## src/rtl/mem_stage_pkg.sv

```systemverilog
// Shared types and defaults for the memory-access stage.
// The wait counter must be able to count up to TIMEOUT.
package mem_stage_pkg;

  localparam int DATA_W_DEF  = 32;
  localparam int REG_W_DEF   = 5;
  localparam int TIMEOUT_DEF = 255;

  typedef enum logic [0:0] {
    IDLE = 1'b0,
    WAIT = 1'b1
  } mem_state_e;

  function automatic int cnt_width(input int timeout);
    return $clog2(timeout + 1);
  endfunction

endpackage

```

## src/rtl/dmem_access_fsm.sv

```systemverilog
// Data-memory handshake controller: tracks an outstanding access,
// generates the request and the upstream stall, and aborts on timeout.
module dmem_access_fsm
  import mem_stage_pkg::*;
#(
  parameter int TIMEOUT = TIMEOUT_DEF
) (
  input  logic clk,
  input  logic rst,
  input  logic mem_op,
  input  logic dmem_ack,
  output logic dmem_req,
  output logic mem_stall,
  output logic abort
);

  localparam int CNT_W = cnt_width(TIMEOUT);
  localparam logic [CNT_W-1:0] CNT_ONE = CNT_W'(1);
  localparam logic [CNT_W-1:0] CNT_MAX = CNT_W'(TIMEOUT);

  mem_state_e       state_r, state_nxt_s;
  logic [CNT_W-1:0] cnt_r, cnt_nxt_s;
  logic             req_s, abort_s;

  // State and wait-counter register
  always_ff @(posedge clk) begin
    if (!rst) begin
      state_r <= IDLE;
      cnt_r   <= {CNT_W{1'b0}};
    end else begin
      state_r <= state_nxt_s;
      cnt_r   <= cnt_nxt_s;
    end
  end

  // Next-state, counter and raw request/abort decode
  always_comb begin
    state_nxt_s = state_r;
    cnt_nxt_s   = cnt_r;
    req_s       = 1'b0;
    abort_s     = 1'b0;
    case (state_r)
      IDLE: begin
        req_s = mem_op;
        if (mem_op && !dmem_ack) begin
          state_nxt_s = WAIT;
          cnt_nxt_s   = CNT_ONE;
        end else begin
          state_nxt_s = IDLE;
        end
      end
      WAIT: begin
        req_s = 1'b1;
        if (dmem_ack) begin
          state_nxt_s = IDLE;
        end else if (cnt_r == CNT_MAX) begin
          abort_s     = 1'b1;
          state_nxt_s = IDLE;
        end else begin
          cnt_nxt_s = cnt_r + CNT_ONE;
        end
      end
      default: begin
        state_nxt_s = IDLE;
        cnt_nxt_s   = {CNT_W{1'b0}};
      end
    endcase
  end

  // Everything seen outside is silenced while reset is held
  assign dmem_req  = rst & req_s;
  assign abort     = rst & abort_s;
  assign mem_stall = rst & mem_op & ~dmem_ack & ~abort_s;

endmodule

```

## src/rtl/mem_wb_stage.sv

```systemverilog
// MEM stage plus MEM/WB pipeline register: branch resolution, data-memory
// access with stall/timeout, and the registered write-back bundle.
module mem_wb_stage
  import mem_stage_pkg::*;
#(
  parameter int DATA_W  = DATA_W_DEF,
  parameter int REG_W   = REG_W_DEF,
  parameter int TIMEOUT = TIMEOUT_DEF
) (
  input  logic              clk,
  input  logic              rst,
  input  logic              EX_MEM_valid,
  input  logic [DATA_W-1:0] EX_MEM_adder_result,
  input  logic              EX_MEM_zero,
  input  logic [DATA_W-1:0] EX_MEM_alu_result,
  input  logic [DATA_W-1:0] EX_MEM_read2_data,
  input  logic [REG_W-1:0]  EX_MEM_RD,
  input  logic              EX_MEM_RegWrite,
  input  logic              EX_MEM_MemtoReg,
  input  logic              EX_MEM_MemWrite,
  input  logic              EX_MEM_MemRead,
  input  logic              EX_MEM_Branch,
  output logic              pc_src,
  output logic [DATA_W-1:0] branch_target,
  output logic              mem_stall,
  output logic              dmem_req,
  output logic              dmem_we,
  output logic [DATA_W-1:0] dmem_addr,
  output logic [DATA_W-1:0] dmem_wdata,
  input  logic              dmem_ack,
  input  logic [DATA_W-1:0] dmem_rdata,
  output logic              MEM_WB_valid,
  output logic              MEM_WB_RegWrite,
  output logic              MEM_WB_MemtoReg,
  output logic [DATA_W-1:0] MEM_WB_read_data,
  output logic [DATA_W-1:0] MEM_WB_alu_result,
  output logic [REG_W-1:0]  MEM_WB_RD,
  output logic              mem_err
);

  logic mem_op_s, is_load_s, abort_s;

  // A set MemWrite wins over MemRead, so such an op is a store
  assign mem_op_s  = EX_MEM_valid & (EX_MEM_MemRead | EX_MEM_MemWrite);
  assign is_load_s = mem_op_s & EX_MEM_MemRead & ~EX_MEM_MemWrite;

  assign pc_src        = rst & EX_MEM_valid & EX_MEM_Branch & EX_MEM_zero;
  assign branch_target = EX_MEM_adder_result;
  assign dmem_we       = dmem_req & EX_MEM_MemWrite;
  assign dmem_addr     = EX_MEM_alu_result;
  assign dmem_wdata    = EX_MEM_read2_data;

  dmem_access_fsm #(.TIMEOUT(TIMEOUT)) u_fsm (
    .clk      (clk),
    .rst      (rst),
    .mem_op   (mem_op_s),
    .dmem_ack (dmem_ack),
    .dmem_req (dmem_req),
    .mem_stall(mem_stall),
    .abort    (abort_s)
  );

  // MEM/WB register: retire, or insert a bubble on stall/abort
  always_ff @(posedge clk) begin
    if (!rst) begin
      MEM_WB_valid      <= 1'b0;
      MEM_WB_RegWrite   <= 1'b0;
      MEM_WB_MemtoReg   <= 1'b0;
      MEM_WB_read_data  <= {DATA_W{1'b0}};
      MEM_WB_alu_result <= {DATA_W{1'b0}};
      MEM_WB_RD         <= {REG_W{1'b0}};
    end else if (mem_stall || abort_s) begin
      MEM_WB_valid    <= 1'b0;
      MEM_WB_RegWrite <= 1'b0;
    end else begin
      MEM_WB_valid      <= EX_MEM_valid;
      MEM_WB_RegWrite   <= EX_MEM_RegWrite;
      MEM_WB_MemtoReg   <= EX_MEM_MemtoReg;
      MEM_WB_alu_result <= EX_MEM_alu_result;
      MEM_WB_RD         <= EX_MEM_RD;
      if (is_load_s) begin
        MEM_WB_read_data <= dmem_rdata;
      end else begin
        MEM_WB_read_data <= MEM_WB_read_data;
      end
    end
  end

  // Sticky timeout flag, cleared only by reset
  always_ff @(posedge clk) begin
    if (!rst) begin
      mem_err <= 1'b0;
    end else if (abort_s) begin
      mem_err <= 1'b1;
    end else begin
      mem_err <= mem_err;
    end
  end

endmodule

```

## config.mk

```make
export PLATFORM = sky130hd
export DESIGN_NAME = mem_wb_stage
export DESIGN_NICKNAME = d
export VERILOG_FILES = /design/src/rtl/mem_stage_pkg.sv /design/src/rtl/dmem_access_fsm.sv /design/src/rtl/mem_wb_stage.sv
export SDC_FILE = /design/constraint.sdc
export NUM_CORES = 1
export LEC_CHECK = 0
export BUFFER_PORTS_ARGS = -buffer_cell sky130_fd_sc_hd__buf_2
export CAP_MARGIN = 10
export CORE_AREA = 2 2 122 124
export CTS_CLUSTER_DIAMETER = 150
export DETAILED_ROUTE_END_ITERATION = 10
export DIE_AREA = 0 0 124 126
export GPL_TIMING_DRIVEN = 0
export PLACE_DENSITY = 0.71
export REMOVE_ABC_BUFFERS = 1
export SYNTH_ARGS = -nofsm -noshare
export SYNTH_HDL_FRONTEND = slang
export SYNTH_SLANG_ARGS = --single-unit
export TNS_END_PERCENT = 5
```

## constraint.sdc

```tcl
create_clock -name clk -period 2.5 [get_ports clk]
set_input_delay 0.25 -clock clk [delete_from_list [all_inputs] [get_ports clk]]
set_output_delay 0.25 -clock clk [all_outputs]
set_load 0.02 [all_outputs]
```

==> flow_metrics.py <==
metrics = {
    "status": {
        "status": "completed",
    },
    "die": {
        "io_pins": 316,
        "fp.dieH_um": 126,
        "row_count": 44,
        "initial_core_util_pct": 29.2,
        "core_mm2": 0.0143,
        "die_width_um": 124,
        "dieArea_mm2": 0.0156,
    },
    "synthesis": {
        "synthMuxAreaShare_pct": 0,
        "synth-adder-area-share_pct": 0.299,
        "synth_top_area_cell": "dfxtp_1",
        "synth_ff_type": "dfxtp_1",
        "yosysWarnings": 0,
        "ys_ff_latch": 82,
        "yosys.area_share.simple_pct": 22.9,
        "synth_xor_area_share_pct": 0.419,
        "syn-cell-area_mm2": 0.00418,
        "synthCells": 480,
        "yosys-top-cells-area": "dfxtp_1, buf_4, nand2_1",
        "synthTopCellsByCount": "nand2_1, buf_4, dfxtp_1, a21oi_1, nand3_2",
        "synth_top_family_by_area": "simple AND/OR/NAND/NOR gates",
        "synth-seq-area-share_pct": 39.3,
        "synthArstFlopShare_pct": 0,
        "yosysTopAreaCellShare_pct": 39.3,
        "yosysUniqueCellTypes": 43,
        "synth-compound-area-share_pct": 14.7,
        "avgSynthCellArea_um2": 8.70,
        "yosysMostFrequentCell": "nand2_1",
        "synth_edf_count": 0,
    },
    "grt": {
        "grt_max_degree": 76,
        "grt-ovfl-total": 0,
        "grt_pass1_vias": 3254,
        "grt_usage_pct": 17.8,
        "grt_pass1_wl_um": 20100,
        "antenna_found_initial": 0,
    },
    "sta": {
        "post-route-period-util_pct": 89.9,
        "period_needed_ns": 2.25,
        "finClkSkew_ns": 0.00604,
        "relSlewSlack_pct": 25.8,
        "fin_ws_ns": 0.251,
        "setup_viol": 0,
        "worst_pin_slew_ns": 1.11,
        "whs_ns": 0.116,
        "fin_setup_tns_ns": 0,
        "hold_violations": 0,
        "max_freq_mhz": 445,
        "finalMaxSlewViolations": 0,
        "rsz0062_at_grt": "no",
    },
    "finish": {
        "fin_util_pct": 34.4,
        "num-fill-cells": 1529,
        "seqCellArea_mm2": 0.00164,
        "nNetsFinal": 705,
        "drive_above_1_share_pct": 49.1,
        "fin_area_mm2": 0.00492,
        "syn2layout_area_growth_pct": 17.7,
        "n_antenna_cell": 0,
        "multi_input_area_mm2": 0.00161,
    },
    "clocking": {
        "cts-htree-levels": 3,
        "cts_hold_buf": 0,
        "path_clk_slew_ns": 0.06,
        "cts_buffer_depth": 2,
        "cts_tree": "built",
        "clock_sinks": 82,
        "clk_latency_ns": 0.33,
        "root_buffer": "clkbuf_16",
        "cts_buffers": 9,
    },
    "route": {
        "drtPass1Iterations": 4,
        "via_count": 3472,
        "drc": 0,
        "drtAntennaViolNets": 0,
        "dr.first_iter.drc_count": 123,
        "via_per_inst": 4.64,
        "routed_wl_um": 14100,
        "wl_per_cell_um": 18.9,
    },
    "placed_design": {
        "port_buffers": 187,
        "placed_area_mm2": 0.00460,
        "gp_congestion": 0.764,
        "dp_worst_setup_slack_ns": 0.0158,
        "dpl.hpwl_um": 10400,
    },
    "power_and_ir_drop": {
        "ir_drop_uv": 359,
        "p_leak_nw": 2.18,
        "power_density_mw_per_mm2": 664,
    },
    "worst_setup_path": {
        "reg2reg_to": "MEM_WB_alu_result[13]$_SDFFE_PN0N_",
        "rr_startpoint": "u_fsm.cnt_r[0]$_SDFFE_PN0P_",
        "crit_fanout": 20,
        "required_ns": 2.76,
        "crit_path_end_kind": "register",
        "crit_arrival_ns": 2.50,
        "crit_type": "reg -> reg",
        "startpoint_type": "register",
        "r2r_cells": 9,
        "worst-r2r-setup-slack_ns": 0.25,
    },
    "worst_hold_path": {
        "hp-class": "in -> reg",
        "hold_path_end": "MEM_WB_RegWrite$_SDFF_PP0_",
        "min-delay-start": "EX_MEM_RegWrite",
        "hold_depth": 2,
    },
    "run": {
        "maxCapViolCount": 0,
    },
}
==> cell families (layout without fill, tap and decap cells) <==
| group | Yosys count | after routing |
|---|---|---|
| AND/OR/NAND/NOR | 178 | 178 |
| buffers and inverters | 128 | 212 |
| AO/OA/AOI/OAI | 89 | 89 |
| flip-flops | 82 | 82 |
| XOR/XNOR | 2 | 2 |
| adder cells (fa/ha/maj) | 1 | 1 |
==> cell type report <==
type                            instances  area share [%]
Clock buffer                           11            4.94
Tap cell                              184            4.68
Multi-Input combinational cell        270            32.8
Timing Repair inverter                  1           0.102
Sequential cell                        82            33.4
Clock inverter                          3            1.32
Inverter                                3           0.305
Timing Repair Buffer                  194            22.5
==> cell usage in the layout (no fill, tap or decap), types with 2 or more instances in the layout <==
master	n
o21ai_0	11
bufinv_16	2
dfxtp_1	82
clkbuf_16	9
inv_1	2
buf_16	5
nor4_1	2
o21ai_2	32
nor2_1	4
nor3_1	2
and2_1	3
buf_8	2
nand3_2	33
nand3_1	10
a21oi_1	34
nand2b_1	2
and3_1	2
or3_1	2
o31ai_1	2
buf_2	186
nand2_1	112
==> where the power goes <==
part,internal [W],switching (W)
Clock,0.000889,0.000502
Sequential,0.00137,0.0000342
Combinational,0.000177,0.000296
Total,0.00243,0.000832
==> state kept, by name, summed over array words and instances, names as in the netlist <==
signal / cells
u_fsm.state_r: 1
MEM_WB_valid: 1
MEM_WB_alu_result: 32
MEM_WB_read_data: 32
mem_err: 1
MEM_WB_RD: 5
u_fsm.cnt_r: 8
MEM_WB_MemtoReg: 1
MEM_WB_RegWrite: 1
==> routing by layer <==
layer	GRT usage, %	vias to the layer above	share of wire [%]
met3	15.8	26	19
met2	22.3	265	37
met4	5.68	6	1.4
li1	-	1661	-
met1	20.8	1514	41
met5	10.9	-	1.1
==> worst max-delay path by stage <==
stage | start | endpoint | slack, ns | cells past startpoint
finish | u_fsm.cnt_r[0]$_SDFFE_PN0P_ | MEM_WB_alu_result[13]$_SDFFE_PN0N_ | 0.25 | 9
global route | u_fsm.cnt_r[0]$_SDFFE_PN0P_ | MEM_WB_alu_result[15]$_SDFFE_PN0N_ | 0.08 | 9
detailed placement | rst | dmem_we | 0.02 | 6
global placement | u_fsm.cnt_r[0]$_SDFFE_PN0P_ | MEM_WB_alu_result[15]$_SDFFE_PN0N_ | -4.30 | 4
floorplan | u_fsm.cnt_r[0]$_SDFFE_PN0P_ | MEM_WB_alu_result[12]$_SDFFE_PN0N_ | -2.96 | 4
CTS | rst | dmem_we | 0.01 | 6
==> worst max-delay path, stage by stage, from the launching register on <==
cell and delay (ns):
dfxtp_1 0.41, ha_1 0.29, nand3_2 0.19, o32ai_4 0.36
buf_16 0.21, buf_16 0.17, buf_16 0.17, buf_16 0.17
nand3_1 0.09, o21ai_0 0.09
==> through the flow <==
step / total power, W / cells
after floorplan: 0.00163 / 355
after detailed placement: 0.00191 / 733
after CTS: 0.00332 / 747
after global placement: 0.00187 / 726
after global routing: 0.00342 / 748
final: 0.00327 / 748
==> what timing repair did <==
item                       4_1_cts  5_1_grt
gates resized for setup          0        1
setup buffers                    0        0
setup endpoints to repair        0        2
Power figures use the tool's default switching activity.
